File: src/rtl/capture_arbiter.sv
// Round-robin arbiter sharing one capture buffer among NUM_REQ requesters in the rd_clk domain.
// Issues a timed buffer Request, steers the read burst to the owner and reports done/timeout/length errors.
module capture_arbiter #(
    parameter int NUM_REQ    = 4,
    parameter int REQ_HOLD   = 16,
    parameter int TIMEOUT    = 65536,
    parameter int MAX_POINTS = 2047,
    parameter int DATA_WIDTH = 12
) (
    input  logic                    rd_clk,
    input  logic                    rst_n,
    input  logic [NUM_REQ-1:0]      req,
    input  logic [32*NUM_REQ-1:0]   req_points,
    output logic                    buf_request,
    output logic [31:0]             buf_points,
    input  logic [DATA_WIDTH-1:0]   buf_rd_data,
    input  logic                    buf_valid,
    input  logic                    buf_last,
    output logic [NUM_REQ-1:0]      gnt,
    output logic [DATA_WIDTH-1:0]   out_data,
    output logic                    out_valid,
    output logic                    out_last,
    output logic [NUM_REQ-1:0]      done,
    output logic [NUM_REQ-1:0]      err,
    output logic [1:0]              err_code,
    output logic                    busy
);

    localparam int PW = (NUM_REQ > 1) ? $clog2(NUM_REQ) : 1;

    typedef enum logic [1:0] {IDLE, ISSUE, WAIT, FINISH} state_t;

    state_t                 state_q;
    logic [PW-1:0]          rrPtr_q;
    logic [PW-1:0]          grantIdx_q;
    logic [NUM_REQ-1:0]     gnt_q;
    logic [NUM_REQ-1:0]     done_q;
    logic [NUM_REQ-1:0]     err_q;
    logic [1:0]             errCode_q;
    logic                   bufRequest_q;
    logic [31:0]            bufPoints_q;
    logic [31:0]            holdCnt_q;
    logic [31:0]            toCnt_q;
    logic [31:0]            beatCnt_q;
    logic [DATA_WIDTH-1:0]  outData_q;
    logic                   outValid_q;
    logic                   outLast_q;

    logic                   winFound;
    logic [PW-1:0]          winIdx;
    logic [PW-1:0]          candIdx;
    logic [NUM_REQ-1:0]     winOneHot;
    logic [31:0]            winPoints;
    logic [31:0]            beatCnt_d;
    logic                   pointsBad;
    logic                   timedOut;
    logic                   lenMatch;
    logic                   inWait;

    // First pending requester strictly after the last owner, wrapping around.
    always_comb begin
        winFound = 1'b0;
        winIdx   = '0;
        candIdx  = '0;
        for (int k = 1; k <= NUM_REQ; k++) begin
            candIdx = PW'((int'(rrPtr_q) + k) % NUM_REQ);
            if (!winFound && req[candIdx]) begin
                winFound = 1'b1;
                winIdx   = candIdx;
            end
        end
    end

    always_comb begin
        winOneHot         = '0;
        winOneHot[winIdx] = 1'b1;
    end

    assign winPoints = req_points[{winIdx, 5'b00000} +: 32];
    assign pointsBad = (winPoints == 32'd0) || (winPoints > 32'(MAX_POINTS));
    assign beatCnt_d = beatCnt_q + {31'd0, buf_valid};
    assign lenMatch  = (beatCnt_d == bufPoints_q);
    assign timedOut  = (toCnt_q >= 32'(TIMEOUT - 1));
    assign inWait    = (state_q == WAIT);

    // Burst data is only forwarded while WAIT owns the buffer; anything else is stray.
    always_ff @(posedge rd_clk or negedge rst_n) begin
        if (!rst_n) begin
            state_q      <= IDLE;
            rrPtr_q      <= PW'(NUM_REQ - 1);
            grantIdx_q   <= '0;
            gnt_q        <= '0;
            done_q       <= '0;
            err_q        <= '0;
            errCode_q    <= 2'd0;
            bufRequest_q <= 1'b0;
            bufPoints_q  <= '0;
            holdCnt_q    <= '0;
            toCnt_q      <= '0;
            beatCnt_q    <= '0;
            outData_q    <= '0;
            outValid_q   <= 1'b0;
            outLast_q    <= 1'b0;
        end else begin
            done_q     <= '0;
            err_q      <= '0;
            errCode_q  <= 2'd0;
            outValid_q <= buf_valid & inWait;
            outLast_q  <= buf_last & inWait;
            outData_q  <= inWait ? buf_rd_data : '0;
            case (state_q)
                IDLE: begin
                    gnt_q <= '0;
                    if (winFound) begin
                        gnt_q       <= winOneHot;
                        grantIdx_q  <= winIdx;
                        bufPoints_q <= winPoints;
                        if (pointsBad) begin
                            err_q     <= winOneHot;
                            errCode_q <= 2'd1;
                            rrPtr_q   <= winIdx;
                        end else begin
                            state_q      <= ISSUE;
                            bufRequest_q <= 1'b1;
                            holdCnt_q    <= '0;
                            toCnt_q      <= '0;
                        end
                    end
                end
                ISSUE: begin
                    holdCnt_q <= holdCnt_q + 32'd1;
                    toCnt_q   <= toCnt_q + 32'd1;
                    if (holdCnt_q == 32'(REQ_HOLD - 1)) begin
                        bufRequest_q <= 1'b0;
                        beatCnt_q    <= '0;
                        state_q      <= WAIT;
                    end
                end
                WAIT: begin
                    toCnt_q   <= toCnt_q + 32'd1;
                    beatCnt_q <= beatCnt_d;
                    // A last beat landing on the timeout cycle still completes the burst.
                    if (buf_last) begin
                        state_q <= FINISH;
                        if (lenMatch) begin
                            done_q <= gnt_q;
                        end else begin
                            err_q     <= gnt_q;
                            errCode_q <= 2'd3;
                        end
                    end else if (timedOut) begin
                        state_q   <= FINISH;
                        err_q     <= gnt_q;
                        errCode_q <= 2'd2;
                    end
                end
                FINISH: begin
                    rrPtr_q <= grantIdx_q;
                    gnt_q   <= '0;
                    state_q <= IDLE;
                end
                default: state_q <= IDLE;
            endcase
        end
    end

    assign buf_request = bufRequest_q;
    assign buf_points  = bufPoints_q;
    assign gnt         = gnt_q;
    assign done        = done_q;
    assign err         = err_q;
    assign err_code    = errCode_q;
    assign out_data    = outData_q;
    assign out_valid   = outValid_q;
    assign out_last    = outLast_q;
    assign busy        = (state_q != IDLE);

endmodule

File: config.mk
export PLATFORM = sky130hd
export DESIGN_NAME = capture_arbiter
export DESIGN_NICKNAME = d
export VERILOG_FILES = /design/src/rtl/capture_arbiter.sv
export SDC_FILE = /design/constraint.sdc
export NUM_CORES = 1
export LEC_CHECK = 0
export ABC_AREA = 1
export ABC_CLOCK_PERIOD_IN_PS = 4100
export BUFFER_PORTS_ARGS = -buffer_cell sky130_fd_sc_hd__buf_4
export CORE_MARGIN = 2
export CORE_UTILIZATION = 30
export CTS_BUF_LIST = sky130_fd_sc_hd__clkbuf_8
export DETAILED_ROUTE_END_ITERATION = 10
export GPL_TIMING_DRIVEN = 0
export PLACE_DENSITY = 0.52
export SLEW_MARGIN = 20
export SYNTH_ARGS = -nofsm -noshare
export SYNTH_HDL_FRONTEND = slang
export SYNTH_SLANG_ARGS = --single-unit
File: constraint.sdc
create_clock -name rd_clk -period 4.1 [get_ports rd_clk]
set_input_delay 1.025 -clock rd_clk [delete_from_list [all_inputs] [get_ports rd_clk]]
set_output_delay 1.025 -clock rd_clk [all_outputs]
set_load 0.05 [all_outputs]
==> impl_metrics.toml <==
[outcome]
status = "completed"

[yosys]
postSynthCellCount = 1590
yosys-top-cells-area = "dfrtp_1 37%, nand2_1 18%, nand3_1 8.1%"
synth_nets = 1746
ys_ff_latch = 163
synth.largest_area_cell = "dfrtp_1"
synth_edf_count = 0
synth-seq-area-share_pct = 37.4
synth.distinct_cells = 40
yosysWarningCount = 0
synth_area_sq_um = 10900
syn-mean-instance-area_sq_um = 6.86
synthFlopType = "dfrtp_1"
ys_async_sr_fraction_pct = 100
synth_top_area_share_pct = 36.9

[global_route]
antenna_found_initial = 0
grtUsageTotal_pct = 20.6
grt-ovfl-total = 0
grt_max_degree = 84
grt_pass1_vias = 10900
grt_pass1_wl_mm = 61.2

[floorplan]
die_area_sq_um = 37900
initial_utilization_pct = 30.6
dieWidth_um = 195
fp.dieH_um = 195
coreArea_sq_um = 35700
rows = 69
ios = 210

[clocking]
clockBufferDepth = 2
clk_pin_slew_ps = 100
cts_tree = "built"
cts_buffers = 17
clk_latency_ps = 480
cts.sinks = 163
h-tree-depth = 4
root_buffer = "clkbuf_8"

[drt]
wirelength_mm = 38.6
vias = 11100
drc = 0
firstDrtPassIters = 5
routedWlPerCell_um = 16.8
avgViaCountPerCell = 4.86
ant_nets = 0
drt_iter0_markers = 857

[sta]
slew_violations = 0
setup_viol = 0
post-route-min-period_ps = 3820
skew_ps = 20.5
fmaxAchievable_mhz = 262
tns_ps = 0
relSlewSlack_pct = 39.0
worstMarginPinSlew_ps = 908
period_share_pct = 93.3
finalHoldViolCount = 0

[final_layout]
layout_commonest_cell = "nand2_1"
utilization_pct = 37.9
area_growth_pct = 24.0
layout-drive-gt1-share_pct = 17.1
antenna_cells = 0
most-common-layout-cells = "521 x nand2_1, 211 x buf_4, 182 x nor2_1"
nNetsFinal = 1977

[power_and_ir_drop]
p_int_mw = 4.72
finalPower_mw = 11.1
worst_ir_drop_vdd_mv = 0.571
p_seq_share_pct = 22.6
switching_power_mw = 6.39
p_per_area_nw_per_um2 = 822
p_leak_nw = 6.42
power_switching_share_pct = 57.5
clockPowerShare_pct = 10.4
combPwrFrac_pct = 67.1

[critical_path]
arrival_ps = 4180
critPathMaxFanout = 5
worstPathCellList = "buf_4, ha_1, ha_1, nand2_1, nor2_1, nand3_1, nor2_1, nand2_1, nor2_2, nand3_1, xor2_2, xnor2_1, nand3_1, nor2_1, nand2_1, nor2_1, nand2_1, nor3_2"
crit_slowest_cell = "nor2_1"
timing.rr.start = "rrPtr_q[0]"
critPathMaxStageDelay_ps = 300
timing.rr.end = "holdCnt_q[24]"
reg2reg_setup_slack_ps = 350
critical_path_class = "input port to register"
r2r_cells = 22
end_kind = "register"
required_ps = 4450
start_kind = "input port"

[place]
gp_congestion = 0.910
hpwl_mm = 30.7
numPortBuffers = 209

[min_path]
hold_path_class = "register to register"
min_from = "buf_request"
hold_end = "buf_request"
hold_depth = 2

[job]
cap_violations = 0
worst max-delay path: cells and delay by family:
kind / cells / cell delay [ps]
AND/OR/NAND/NOR: 13 / 2250
XOR/XNOR: 2 / 420
adder cells (fa/ha/maj): 2 / 350
buffers and inverters: 1 / 110
cell usage after synthesis, types with 9 or more instances:
cell and number:
nand2_1 521, nand3_1 177, nor2_1 185, dfrtp_1 161, buf_2 9, nor3_1 56
or2_2 10, xnor2_1 30, clkbuf_1 39, nand4_1 45, o21ai_0 41, inv_1 117
o22ai_1 18, xor2_1 71, nor4_1 27, buf_6 12, a31oi_1 10
layout make-up:
class / count / area (sq um)
Clock inverter: 14 / 121
Timing Repair Buffer: 212 / 1620
Tap cell: 461 / 577
Sequential cell: 163 / 4080
Multi-Input combinational cell: 1235 / 6030
Fill cell: 3867 / 22100
Inverter: 124 / 470
Buffer: 68 / 373
Clock buffer: 18 / 248
flip-flops by register name, summed over array words and instances, names as in the netlist:
signal,count
beatCnt_q,32
buf_points,32
holdCnt_q,32
toCnt_q,32
out_data,12
done,4
err,4
gnt,4
err_code,2
grantIdx_q,2
rrPtr_q,2
state_q,2
buf_request,1
out_last,1
out_valid,1
per-stage QoR:
| stage | std cells | area (sq um) | hold slack (ps) | worst slack (ps) |
|---|---|---|---|---|
| 6_report | 2295 | 13500 | 494 | 276 |
| 5_1_grt | 2295 | 13500 | 541 | -31.7 |
| 4_1_cts | 2293 | 13500 | 501 | 90.0 |
| 3_5_place_dp | 2261 | 13100 | 477 | -558 |
| 3_3_place_gp | 2260 | 13100 | 466 | -551 |
| 2_1_floorplan | 1590 | 10900 | 453 | 818 |
kinds of logic after synthesis:
| group | after synthesis | synth area share [%] |
|---|---|---|
| muxes | 1 | 0.103 |
| AOI/OAI and AO/OA | 80 | 4.05 |
| and+or+nand+nor | 1045 | 41.7 |
| adders and majority gates | 8 | 0.918 |
| xor gates and xnor gates | 101 | 8.11 |
| DFF | 163 | 37.4 |
| buffers and inverters | 192 | 7.72 |
worst max-delay path by stage:
stage               endpoint  startpoint  slack (ps)
detailed placement   done[3]   buf_valid        -560
global route         done[0]   buf_valid         -30
CTS                  done[3]   buf_valid          90
finish               done[3]   buf_valid         280
global placement     done[3]   buf_valid        -550
floorplan             err[0]   buf_valid         820
per-layer routing:
layer | track usage [%] | part of all wire (%)
met1 | 28.4 | 48
met2 | 33.7 | 47
met3 | 3.28 | 4.3
met4 | 4.96 | 1.4
met5 | 0 | 0
power groups by stage:
stage	combinational (mW)	clock (mW)	sequential, mW
2_1_floorplan	4.33	0	3.13
3_3_place_gp	7.34	0	2.53
3_5_place_dp	7.38	0	2.54
4_1_cts	7.40	1.19	2.51
5_1_grt	8.19	1.26	2.57
6_report	7.45	1.15	2.51
what timing repair did:
| item | CTS | global route |
|---|---|---|
| hold endpoints to repair | 0 | 0 |
| endpoints found under the setup margin | 4 | 56 |
| hold buffers | 0 | 0 |
| pin swaps | 0 | 1 |
| gates resized for setup | 1 | 11 |
| buffers inserted | 0 | 2 |
Note: power is estimated with default switching activity, not from simulation.
